<file path="src/rtl/iir_coeff_ctrl.sv">
// -----------------------------------------------------------------------------
// iir_coeff_ctrl
//   Coefficient configuration controller for the biquad IIR notch stage.
//   The host fills a shadow bank (B0, B1, B2, A1, A2). A commit request waits
//   for a gap in the sample stream (or a bounded timeout) and loads the whole
//   bank into the filter in one strobe. After the load the filter is held in
//   bypass for a programmable number of samples to hide the recursion
//   transient.
//
// Ports
//   clk, rst_n   : clock, asynchronous active-low reset
//   valid_in     : sample strobe of the IIR datapath
//   cfg_wr_en    : shadow write strobe (cfg_addr, cfg_wdata)
//   cfg_rd_en    : read strobe, data returned one cycle later
//   cfg_addr     : 0..4 shadow bank, 8..12 live filter bank
//   cfg_wdata    : signed Q2.18 write data
//   cfg_commit   : commit shadow bank to the filter
//   cfg_bypass   : static host bypass request
//   coeff_rd     : live coefficients read back from the filter
//   coeff_wr_en  : one-cycle filter load strobe
//   coeff_wdata  : coefficient bank to the filter (the shadow bank)
//   bypass       : registered filter bypass
//   cfg_rdata    : read data
//   cfg_rvalid   : read data valid
//   cfg_busy     : commit in progress
//   cfg_err      : one-cycle error pulse
//   cfg_done     : one-cycle pulse when a commit has fully completed
// -----------------------------------------------------------------------------
module iir_coeff_ctrl #(
   parameter int COEFF_WIDTH    = 20,
   parameter int COEFF_DEPTH    = 5,
   parameter int SETTLE_SAMPLES = 4,
   parameter int MAX_WAIT       = 64
) (
   input  logic                                  clk,
   input  logic                                  rst_n,
   input  logic                                  valid_in,
   input  logic                                  cfg_wr_en,
   input  logic                                  cfg_rd_en,
   input  logic [3:0]                            cfg_addr,
   input  logic signed [COEFF_WIDTH-1:0]         cfg_wdata,
   input  logic                                  cfg_commit,
   input  logic                                  cfg_bypass,
   input  logic [COEFF_DEPTH-1:0][COEFF_WIDTH-1:0] coeff_rd,
   output logic                                  coeff_wr_en,
   output logic [COEFF_DEPTH-1:0][COEFF_WIDTH-1:0] coeff_wdata,
   output logic                                  bypass,
   output logic [COEFF_WIDTH-1:0]                cfg_rdata,
   output logic                                  cfg_rvalid,
   output logic                                  cfg_busy,
   output logic                                  cfg_err,
   output logic                                  cfg_done
);

   // Both banks share a 3-bit offset inside their half of the address map,
   // so the bank depth must not exceed 8.
   localparam int AW = (COEFF_DEPTH > 1) ? $clog2(COEFF_DEPTH) : 1;
   localparam int WW = $clog2(MAX_WAIT + 1);
   // A zero-sample settle phase still needs a legal (1-bit) counter.
   localparam int SW = (SETTLE_SAMPLES > 0) ? $clog2(SETTLE_SAMPLES + 1) : 1;

   localparam logic [3:0]    DEPTH_A     = 4'(COEFF_DEPTH);
   localparam logic [WW-1:0] WAIT_LAST   = WW'(MAX_WAIT - 1);
   localparam logic [SW-1:0] SETTLE_INIT = SW'(SETTLE_SAMPLES);

   typedef enum logic [1:0] {
      IDLE   = 2'd0,
      ARMED  = 2'd1,
      APPLY  = 2'd2,
      SETTLE = 2'd3
   } state_t;

   typedef struct packed {
      logic                   valid;
      logic [COEFF_WIDTH-1:0] data;
   } rd_rsp_t;

   state_t                                 state, next_state;
   logic [WW-1:0]                          wait_cnt;
   logic [SW-1:0]                          settle_cnt;
   logic [COEFF_DEPTH-1:0][COEFF_WIDTH-1:0] shadow;
   rd_rsp_t                                rsp;

   logic                   shadow_hit, live_hit;
   logic [AW-1:0]          idx;
   logic [COEFF_WIDTH-1:0] rd_mux;
   logic                   wr_ok, err_set, done_set;

   // ---------------------------------------------------------------------------
   // Address decode and read mux
   // ---------------------------------------------------------------------------
   assign shadow_hit = !cfg_addr[3] && ({1'b0, cfg_addr[2:0]} < DEPTH_A);
   assign live_hit   =  cfg_addr[3] && ({1'b0, cfg_addr[2:0]} < DEPTH_A);
   assign idx        = cfg_addr[AW-1:0];

   always_comb begin
      rd_mux = '0;
      if (shadow_hit)
         rd_mux = shadow[idx];
      else if (live_hit)
         rd_mux = coeff_rd[idx];
   end

   // Writes are only accepted while no commit is in flight, so the bank the
   // filter receives is exactly what was there when the commit was taken.
   assign wr_ok = cfg_wr_en && shadow_hit && (state == IDLE);

   assign err_set = (cfg_wr_en  && !wr_ok)
                  | (cfg_rd_en  && !(shadow_hit || live_hit))
                  | (cfg_commit && (state != IDLE));

   // ---------------------------------------------------------------------------
   // FSM next-state
   // ---------------------------------------------------------------------------
   always_comb begin
      next_state = state;
      unique case (state)
         IDLE: begin
            if (cfg_commit)
               next_state = ARMED;
         end
         ARMED: begin
            // A quiet cycle is the sample boundary; the timeout keeps a
            // continuous stream from starving the commit.
            if (!valid_in || (wait_cnt == WAIT_LAST))
               next_state = APPLY;
         end
         APPLY: begin
            next_state = (SETTLE_SAMPLES == 0) ? IDLE : SETTLE;
         end
         SETTLE: begin
            if (valid_in && (settle_cnt <= SW'(1)))
               next_state = IDLE;
         end
         default: next_state = IDLE;
      endcase
   end

   assign done_set = ((state == APPLY) || (state == SETTLE)) && (next_state == IDLE);

   // ---------------------------------------------------------------------------
   // State and counters
   // ---------------------------------------------------------------------------
   always_ff @(posedge clk or negedge rst_n) begin
      if (!rst_n) begin
         state      <= IDLE;
         wait_cnt   <= '0;
         settle_cnt <= '0;
      end else begin
         state <= next_state;

         // Counts cycles spent in ARMED; cleared whenever ARMED is left, so
         // it never reaches MAX_WAIT.
         if ((state == ARMED) && (next_state == ARMED))
            wait_cnt <= wait_cnt + WW'(1);
         else
            wait_cnt <= '0;

         if (state == APPLY)
            settle_cnt <= SETTLE_INIT;
         else if ((state == SETTLE) && valid_in && (settle_cnt != '0))
            settle_cnt <= settle_cnt - SW'(1);
      end
   end

   // ---------------------------------------------------------------------------
   // Shadow bank
   // ---------------------------------------------------------------------------
   always_ff @(posedge clk or negedge rst_n) begin
      if (!rst_n)
         shadow <= '0;
      else if (wr_ok)
         shadow[idx] <= cfg_wdata;
   end

   // ---------------------------------------------------------------------------
   // Registered host-side outputs
   // ---------------------------------------------------------------------------
   always_ff @(posedge clk or negedge rst_n) begin
      if (!rst_n) begin
         rsp      <= '0;
         cfg_err  <= 1'b0;
         cfg_done <= 1'b0;
         bypass   <= 1'b0;
      end else begin
         // Read samples the bank before this edge's write, so a same-cycle
         // read of the written address returns the old word.
         rsp.valid <= cfg_rd_en;
         rsp.data  <= cfg_rd_en ? rd_mux : '0;
         cfg_err   <= err_set;
         cfg_done  <= done_set;
         bypass    <= cfg_bypass | (state == SETTLE);
      end
   end

   assign cfg_rvalid  = rsp.valid;
   assign cfg_rdata   = rsp.data;
   assign cfg_busy    = (state != IDLE);
   assign coeff_wr_en = (state == APPLY);
   assign coeff_wdata = shadow;

endmodule

</file>
<file path="config.mk">
export PLATFORM = sky130hd
export DESIGN_NAME = iir_coeff_ctrl
export DESIGN_NICKNAME = d
export VERILOG_FILES = /design/src/rtl/iir_coeff_ctrl.sv
export SDC_FILE = /design/constraint.sdc
export NUM_CORES = 1
export LEC_CHECK = 0
export CORE_ASPECT_RATIO = 0.5
export CORE_MARGIN = 8
export CORE_UTILIZATION = 53
export DETAILED_ROUTE_END_ITERATION = 7
export DONT_BUFFER_PORTS = 1
export PLACE_DENSITY_LB_ADDON = 0.15
export SKIP_LAST_GASP = 1
export SLEW_MARGIN = 20
export SYNTH_ARGS = -nofsm -noshare
export SYNTH_HDL_FRONTEND = slang
export SYNTH_SLANG_ARGS = --single-unit
</file>
<file path="constraint.sdc">
create_clock -name clk -period 1.9 [get_ports clk]
set_clock_uncertainty 0.2 [all_clocks]
set_input_delay 0.475 -clock clk [delete_from_list [all_inputs] [get_ports clk]]
set_output_delay 0.475 -clock clk [all_outputs]
set_load 0.005 [all_outputs]
</file>
==> results of run 1 <==
-- report_power, final --
part	leakage [nW]	internal (mW)	switching (mW)
combinational	1.57	0.828	0.586
clock	0.263	1.81	1.30
sequential	1.83	3.48	0.667
total	3.66	6.11	2.55
-- timing repair --
item,in CTS,in global routing
endpoints found under the hold margin,151,150
endpoints found under the setup margin,34,59
pin swaps,0,1
gates resized for setup,5,19
hold buffers,8,6
-- stage by stage --
step	utilization, %	hold WS, ns	cell area, µm²	setup TNS, ns	worst slack, ns
floorplan	-	-0.0206	6980	-0.140	-0.00698
global placement	56.1	-0.0150	7170	-0.246	-0.0154
detailed placement	56.1	-0.0142	7170	-0.0695	-0.0190
CTS	61.2	-0.449	7820	0	0.00641
global route	62.2	-0.459	7950	-2.00	-0.0682
finish	62.2	-0.430	7950	0	0.00393
-- cell type report --
class | count | area (µm²)
multi-input cells | 407 | 3320
clock buffers | 18 | 429
fillers | 1051 | 4820
repair buffers | 41 | 415
flip-flops and latches | 136 | 3400
clock inverters | 14 | 124
well taps | 170 | 213
inverters | 12 | 45.0
-- registers in the layout (all words and copies together), names as in the netlist --
register,count
bypass,1
wait_cnt,7
state,2
settle_cnt,3
cfg_done,1
cfg_rdata,20
coeff_wdata,100
cfg_rvalid,1
cfg_err,1
-- worst max-delay path, stage by stage (launching register included) --
cell     delay [ns]
dfrtp_1        0.42
nor2_4         0.14
and3_4         0.22
nand2_4        0.08
nor3_4         0.16
buf_6          0.21
mux2_2         0.35
-- kinds of logic (layout without fill, tap and decap cells) --
group | after synthesis | after routing | synth area share (%)
AOI/OAI and AO/OA | 149 | 149 | 13.8
adders and majority gates | 4 | 4 | 0.718
buffers and inverters | 61 | 85 | 4.65
and+or+nand+nor | 106 | 106 | 6.91
DFF | 136 | 136 | 48.8
xor gates and xnor gates | 4 | 4 | 0.502
muxes | 144 | 144 | 24.7
-- synth_stat cells, types with 2 or more instances --
cell	n	area, µm²
a21boi_0	9	67.6
a21o_1	6	45.0
a21oi_1	33	165
a22o_1	2	17.5
a2bb2oi_1	3	26.3
a31oi_1	4	25.0
a32oi_1	6	52.6
buf_2	25	125
buf_4	9	67.6
buf_6	4	45.0
clkbuf_1	10	37.5
dfrtp_1	136	3400
ha_1	4	50.1
inv_1	11	41.3
mux2_1	4	45.0
mux2_2	99	1110
mux2i_1	29	290
mux4_2	12	270
nand2_1	29	109
nand2b_1	2	12.5
nand3_1	8	40.0
nand4_1	2	12.5
nor2_1	47	176
nor2b_1	2	12.5
nor3_1	6	30.0
o2111ai_1	4	35.0
o211ai_1	8	60.1
o21ai_0	27	135
o21bai_1	2	15.0
o221ai_1	4	35.0
o22a_1	4	35.0
o22ai_1	30	188
xnor2_1	3	26.3
-- worst paths after layout --
kind	from	end	slack [ns]	cells after the start
worst max-delay path	state[1]	coeff_wdata[45]	0.004	6
worst max register to register	state[1]	coeff_wdata[45]	0.004	6
worst min-delay path	rst_n	wait_cnt[2]	-0.43	0
max in group asynchronous	rst_n	coeff_wdata[31]	1.63	0
min in group clk	cfg_wdata[14]	coeff_wdata[94]	0.01	1
worst min register to register	wait_cnt[0]	wait_cnt[0]	0.27	1
-- per-layer routing --
layer / wire, µm / track usage [%] / vias to the layer above
met3: 2060 / 9.04 / 22
met4: 276 / 6.82 / 0
met1: 9190 / 32.2 / 2647
li1: - / - / 2250
met2: 10400 / 38.9 / 206
met5: 0 / 0 / -
==> results.txt, run 1 <==
outcome: finished with violations
failing checks: negative hold slack
largest net degree at the start of global routing: 137
sequential share of the synthesized area: 48.8%
Hold Crit Class: primary input to async pin
worst rel slew slack: 72.2%
crit path DAT: 1.98 ns
Worst Tran Pin Value: 0.415 ns
total die area: 0.0173 mm²
hold_ws: -0.430 ns
P_leak: 3.66 nW
Row Count: 29
RSZ-0062 raised after global routing: yes
peak supply drop: 646 µV
ant diodes: 0
H-Tree Depth: 4
most frequent cells in the layout: dfrtp_1 (136), mux2_2 (88), nor2_1 (44)
most common cell after layout, fill and taps aside: dfrtp_1
startpoint class of the critical path: flop
Post-Syn Instances: 604
Antenna Nets Post-Route: 0
non-filler instance count after layout: 798
clk_lat worst skew: 0.41 ns
Fmax: 527 MHz
vias in the first global route: 5318
synthesized net count: 739
Initial DRC Count: 315
Yosys warning count: 0
remaining global-route overflow: 0
crit path time final: 1.90 ns
clk sinks: 136
Syn Std Cell Area: 0.00698 mm²
num ports: 257
initial antenna violation count: 0
clock slew at reported path FFs: 0.06 ns
max cap viols: 0
CP Capture Type: flop
Post-synth EDFFs: 0
Slew Viols, Final: 0
placed insts: 752
Starting Density: 54.6%
nets: 750
Setup Crit Path Kind: flop to flop
input/output buffers: 0
Synth Register Bits: 136
TritonCTS Buffers: 17
final hold vios: 136
Syn Area/Cell: 11.5 µm²
WL final: 21.9 mm
asr flop ratio synth: 100%
Vias: 5125
Power Dens Cells: 1090 mW/mm²
CORE AREA: 0.0128 mm²
Root Buffer: clkbuf_16
ratio of final minimum period to clock period: 99.8%
DRC viols: 0
first-pass GRT wire length: 33.2 mm
CP max FO: 12
DR pass1 iterations: 5
GRT Total Usage: 24.9%
final RePlAce weighted congestion: 0.807
Wirelength per Cell: 27.5 µm
Layout Area Growth over Synthesis: 14.0%
Die Wd: 178 µm
Distinct cells, synth: 53
vias per std cell: 6.42
Die H: 97.1 µm
post-detail-place hpwl: 15.4 mm
# setup viols final: 0
clock buffer depth: 2
layout cell share with drive strength beyond 1: 29.1%
final total power: 8.67 mW
WP data required: 1.98 ns
CTS tree: done
ys flop type: dfrtp_1
post-CTS setup buffers: 0
Power figures use the tool's default switching activity.
==> run 2, diff against run 1 <==
--- a/config.mk
+++ b/config.mk
@@ -10,7 +10,8 @@
 export CORE_UTILIZATION = 53
 export DETAILED_ROUTE_END_ITERATION = 7
 export DONT_BUFFER_PORTS = 1
-export PLACE_DENSITY_LB_ADDON = 0.15
+export PLACE_DENSITY = 0.71
+export RECOVER_POWER = 50
 export SKIP_LAST_GASP = 1
 export SLEW_MARGIN = 20
 export SYNTH_ARGS = -nofsm -noshare
==> results.txt, run 2 (synthesis gave the netlist of run 1 again) <==
remaining global-route overflow: 0 (unchanged)
vias in the first global route: 5308 (-0.19%)
initial antenna violation count: 0 (unchanged)
ratio of final minimum period to clock period: 97.9% (-1.9 points)
DRC viols: 0 (unchanged)
RSZ-0062 raised after global routing: yes
worst setup margin: 0.0397 ns (+0.0357 ns)
Core Util, Final: 61.8% (-0.39 points)
TritonCTS Buffers: 17 (unchanged)
Vias: 5140 (+0.29%)
total die area: 0.0173 mm² (unchanged)
GRT Total Usage: 24.6% (-0.31 points)
startpoint class of the critical path: flop
Slew Viols, Final: 0 (unchanged)
max reg flops: 100 (unchanged)
Wirelength per Cell: 27.5 µm (+0.12%)
largest net degree at the start of global routing: 137 (unchanged)
peak supply drop: 584 µV (-9.7%)
Fill cells: 1010 (-3.9%)
crit path DAT: 1.95 ns (-0.03 ns)
Row Count: 29 (unchanged)
post-CTS setup buffers: 0 (unchanged)
nets: 747 (-0.40%)
clock buffer depth: 2 (unchanged)
cells along the critical path: nor2_4 > and3_4 > nand2_4 > nor3_4 > buf_4 > mux2_2
Starting Density: 54.6% (unchanged)
post-detail-place hpwl: 15.4 mm (about the same)
max cap viols: 0 (unchanged)
CP max FO: 9 (-3)
final hold vios: 136 (unchanged)
CP peak stage delay: 0.41 ns (about the same)
final RePlAce weighted congestion: 0.813 (+0.74%)
H-Tree Depth: 4 (unchanged)
slowest CP cell: dfrtp_1
WP data required: 1.99 ns (about the same)
Fmax: 538 MHz (+1.9%)
Power Dens Cells: 1150 mW/mm² (+5.1%)
P_leak: 3.66 nW (+0.14%)
Final TNS setup: 0 ns (unchanged)
CTS tree: done
crit path time final: 1.86 ns (-0.0357 ns)
layout cell share with drive strength beyond 1: 29.1% (about the same)
failing checks: negative hold slack
clock slew at reported path FFs: 0.06 ns (about the same)
CP Capture Type: flop
first-pass GRT wire length: 32.9 mm (-0.79%)
worst rel slew slack: 65.6% (-6.6 points)
# setup viols final: 0 (unchanged)
Layout Area Growth over Synthesis: 13.2%
hold_ws: -0.441 ns (-0.0111 ns)
Die H: 97.1 µm (unchanged)
Antenna Nets Post-Route: 0 (unchanged)
dpl ws: 0.000868 ns (+0.0199 ns)
most frequent cells in the layout: dfrtp_1 (136), mux2_2 (99), nor2_1 (45)
WL final: 21.9 mm (-0.26%)
most common cell after layout, fill and taps aside: dfrtp_1
Worst Tran Pin Value: 0.516 ns (+0.101 ns)
outcome: finished with violations
num ports: 257 (unchanged)
Initial DRC Count: 480 (+52%)
clk sinks: 136 (unchanged)
Root Buffer: clkbuf_16
input/output buffers: 0 (unchanged)
clk_lat worst skew: 0.41 ns (about the same)
DR pass1 iterations: 5 (unchanged)
ant diodes: 0 (unchanged)
CORE AREA: 0.0128 mm² (unchanged)
Die Wd: 178 µm (unchanged)
Hold Crit Class: primary input to async pin
Setup Crit Path Kind: flop to flop
vias per std cell: 6.47 (+0.67%)
==> run 2: cell types whose count changed in the layout (fill, tap and decap cells not counted), sizes merged <==
| cell | delta |
|---|---|
| buf | +1 |
| dlygate4sd3 | -5 |
| clkinvlp | -3 |
| inv | -1 |
| clkbuf | +2 |
| bufinv | +3 |
==> run 2: worst max-delay path: cells and delay by family, from the launching register on <==
| kind | cells | cell delay [ns] |
|---|---|---|
| AND/OR/NAND/NOR | 4 | 0.55 |
| flip-flops | 1 | 0.41 |
| multiplexers | 1 | 0.36 |
| buffers and inverters | 1 | 0.23 |
==> run 2: report_power, final <==
part | switching [mW] | internal (mW) | leakage, nW
clock network | 1.30 | 2.25 | 0.309
registers | 0.661 | 3.48 | 1.83
logic | 0.588 | 0.778 | 1.53
==> run 2: layout make-up <==
type / count / area, µm² / area share [%]
timing repair buffer: 38 / 333 / 4.21
inverter: 12 / 45.0 / 0.570
clock buffer: 19 / 443 / 5.61
multi-input combinational: 407 / 3270 / 41.4
tap: 170 / 213 / 2.69
sequential: 136 / 3400 / 43.1
clock inverter: 13 / 194 / 2.46
==> run 2: final timing paths <==
path                                   endpoint     startpoint  cells past startpoint  slack, ns
worst min register to register      wait_cnt[0]    wait_cnt[0]                      1       0.26
min in group clk                coeff_wdata[75]  cfg_wdata[15]                      1       0.01
max in group asynchronous       coeff_wdata[14]          rst_n                      0       1.72
worst min-delay path                wait_cnt[2]          rst_n                      0      -0.44
worst max-delay path            coeff_wdata[40]       state[1]                      6       0.04
worst max register to register  coeff_wdata[40]       state[1]                      6       0.04
==> run 2: routing by layer <==
layer  wire, µm  vias up  share of wire (%)  global-route usage [%]
met2      10600      243                 48                    39.4
met5          0        -                  0                       0
met4        410        0                1.9                    6.89
met1       8810     2627                 40                    31.7
met3       2120       33                9.7                    7.72
li1           -     2237                  -                       -
==> run 2: per-stage QoR <==
stage          std cells  cell area, µm²  power [mW]
2_1_floorplan        604            6980        5.09
3_3_place_gp         753            7140        5.47
3_5_place_dp         753            7140        5.54
4_1_cts              791            7830        9.12
5_1_grt              795            7900        9.46
6_report             795            7900        9.05
==> run 2: timing repair <==
action / CTS / global route
endpoints found under the hold margin: 147 / 139
hold buffers: 6 / 3
gates resized for setup: 0 / 9
pin swaps: 0 / 1
gates cloned: 0 / 1
setup endpoints to repair: 9 / 52
==> run 3, diff against run 2 <==
--- a/config.mk
+++ b/config.mk
@@ -7,10 +7,10 @@
 export LEC_CHECK = 0
 export CORE_ASPECT_RATIO = 0.5
 export CORE_MARGIN = 8
-export CORE_UTILIZATION = 53
+export CORE_UTILIZATION = 55
 export DETAILED_ROUTE_END_ITERATION = 7
 export DONT_BUFFER_PORTS = 1
-export PLACE_DENSITY = 0.71
+export PLACE_DENSITY = 0.73
 export RECOVER_POWER = 50
 export SKIP_LAST_GASP = 1
 export SLEW_MARGIN = 20
==> results.txt, run 3 (synthesis gave the netlist of run 1 again) <==
outcome: finished with violations
failing checks: negative hold slack, negative setup slack
DRC viols: 0 (unchanged)
most common cell after layout, fill and taps aside: dfrtp_1
cell area after layout: 0.00803 mm² (+1.7%)
Power Dens Cells: 1130 mW/mm² (-1.5%)
Antenna Nets Post-Route: 0 (unchanged)
Layout Area Growth over Synthesis: 15.2%
nets: 756 (+1.2%)
post-detail-place hpwl: 15.3 mm (-1.2%)
max reg flops: 100 (unchanged)
Starting Density: 55.7% (+1.1 points)
startpoint class of the critical path: flop
max cap viols: 0 (unchanged)
clock buffer depth: 2 (unchanged)
Final TNS setup: -0.228 ns (-0.228 ns)
crit path time final: 1.93 ns (+0.0717 ns)
final RePlAce weighted congestion: 0.826 (+1.6%)
final total power: 9.07 mW (+0.16%)
area post-placement: 0.00715 mm² (+0.18%)
ratio of final minimum period to clock period: 102% (+3.8 points)
layout cell share with drive strength beyond 1: 28.9% (-0.26 points)
input/output buffers: 0 (unchanged)
clk_lat worst skew: 0.42 ns (about the same)
Hold Crit Class: primary input to async pin
clock slew at reported path FFs: 0.06 ns (about the same)
DR pass1 iterations: 5 (unchanged)
remaining global-route overflow: 0 (unchanged)
H-Tree Depth: 4 (unchanged)
RSZ-0062 raised after global routing: yes
first-pass GRT wire length: 32.5 mm (-1.1%)
P_leak: 3.70 nW (+1.2%)
hold_ws: -0.447 ns (-0.00573 ns)
Vias: 5251 (+2.2%)
CTS tree: done
CP Capture Type: flop
Initial DRC Count: 486 (+1.3%)
Root Buffer: clkbuf_16
initial antenna violation count: 1 (+1)
# setup viols final: 14 (+14)
WP data required: 1.99 ns (about the same)
vias in the first global route: 5431 (+2.3%)
largest net degree at the start of global routing: 137 (unchanged)
GRT Total Usage: 25.6% (+1.0 points)
vias per std cell: 6.52 (+0.89%)
num ports: 257 (unchanged)
clk sinks: 136 (unchanged)
Row Count: 29 (unchanged)
worst setup margin: -0.0321 ns (-0.0717 ns)
final hold vios: 136 (unchanged)
Multi-input gate area: 0.00330 mm² (+0.88%)
WL final: 22.0 mm (+0.60%)
Wirelength per Cell: 27.4 µm (-0.65%)
Die H: 95.6 µm (-1.5%)
Slew Viols, Final: 0 (unchanged)
total die area: 0.0168 mm² (-3.2%)
CP max FO: 10 (+1)
Die Wd: 175 µm (-1.7%)
Worst Tran Pin Value: 0.777 ns (+0.261 ns)
crit path DAT: 2.02 ns (+0.07 ns)
Setup Crit Path Kind: flop to flop
Fill cells: 967 (-4.3%)
TritonCTS Buffers: 17 (unchanged)
CORE AREA: 0.0125 mm² (-2.0%)
dpl ws: -0.000773 ns (-0.00164 ns)
Reg area: 0.00340 mm² (unchanged)
worst rel slew slack: 48.2% (-17 points)
most frequent cells in the layout: dfrtp_1 (136), mux2_2 (92), nor2_1 (44)
peak supply drop: 560 µV (-4.0%)
Fmax: 518 MHz (-3.7%)
## run 3: where the power goes
group	internal [mW]	switching, mW	total (mW)
logic	0.817	0.578	1.40
registers	3.48	0.654	4.13
clock network	2.21	1.33	3.54
total	6.50	2.56	9.07
## run 3: critical path: stages, from the launching register on
cell and delay [ns]:
dfrtp_1 0.40, nor2_4 0.12, and3_4 0.22, nand2_4 0.08, nor2_4 0.24, buf_12 0.19, mux2_2 0.35
## run 3: final timing paths
check,slack (ns),depth (start not counted),to,start
setup reg to reg,-0.03,6,coeff_wdata[26],state[1]
setup / recovery,-0.03,6,coeff_wdata[26],state[1]
max in group asynchronous,1.69,0,cfg_rdata[18],rst_n
hold / removal,-0.45,0,wait_cnt[2],rst_n
min in group clk,0,1,coeff_wdata[12],cfg_wdata[12]
hold reg to reg,0.26,1,wait_cnt[0],wait_cnt[0]
## run 3: final cells by class
cell class                 instances  area share [%]
clock inverter                    14            2.46
timing repair buffer              47            5.56
clock buffer                      18            5.34
tap                              170            2.65
sequential                       136            42.4
antenna                            1          0.0311
multi-input combinational        407            41.0
inverter                          12           0.561
## run 3: metal layers
metal  vias up  wire (µm)  track usage [%]
met5         -          0                0
met1      2697       8580             31.6
met4         0        428             9.88
li1       2268          -                -
met3        31       2160             9.05
met2       255      10900             41.5
## run 3: what timing repair did
action / CTS / global route
hold buffers: 9 / 7
buffers inserted: 0 / 1
resized for setup: 0 / 16
hold endpoints to repair: 151 / 146
endpoints found under the setup margin: 0 / 58
## run 3: stage by stage
| step | instances | utilization (%) |
|---|---|---|
| floorplan | 604 | - |
| detailed placement | 753 | 57.1 |
| global placement | 753 | 57.1 |
| CTS | 794 | 62.8 |
| global route | 805 | 64.2 |
| finish | 805 | 64.2 |
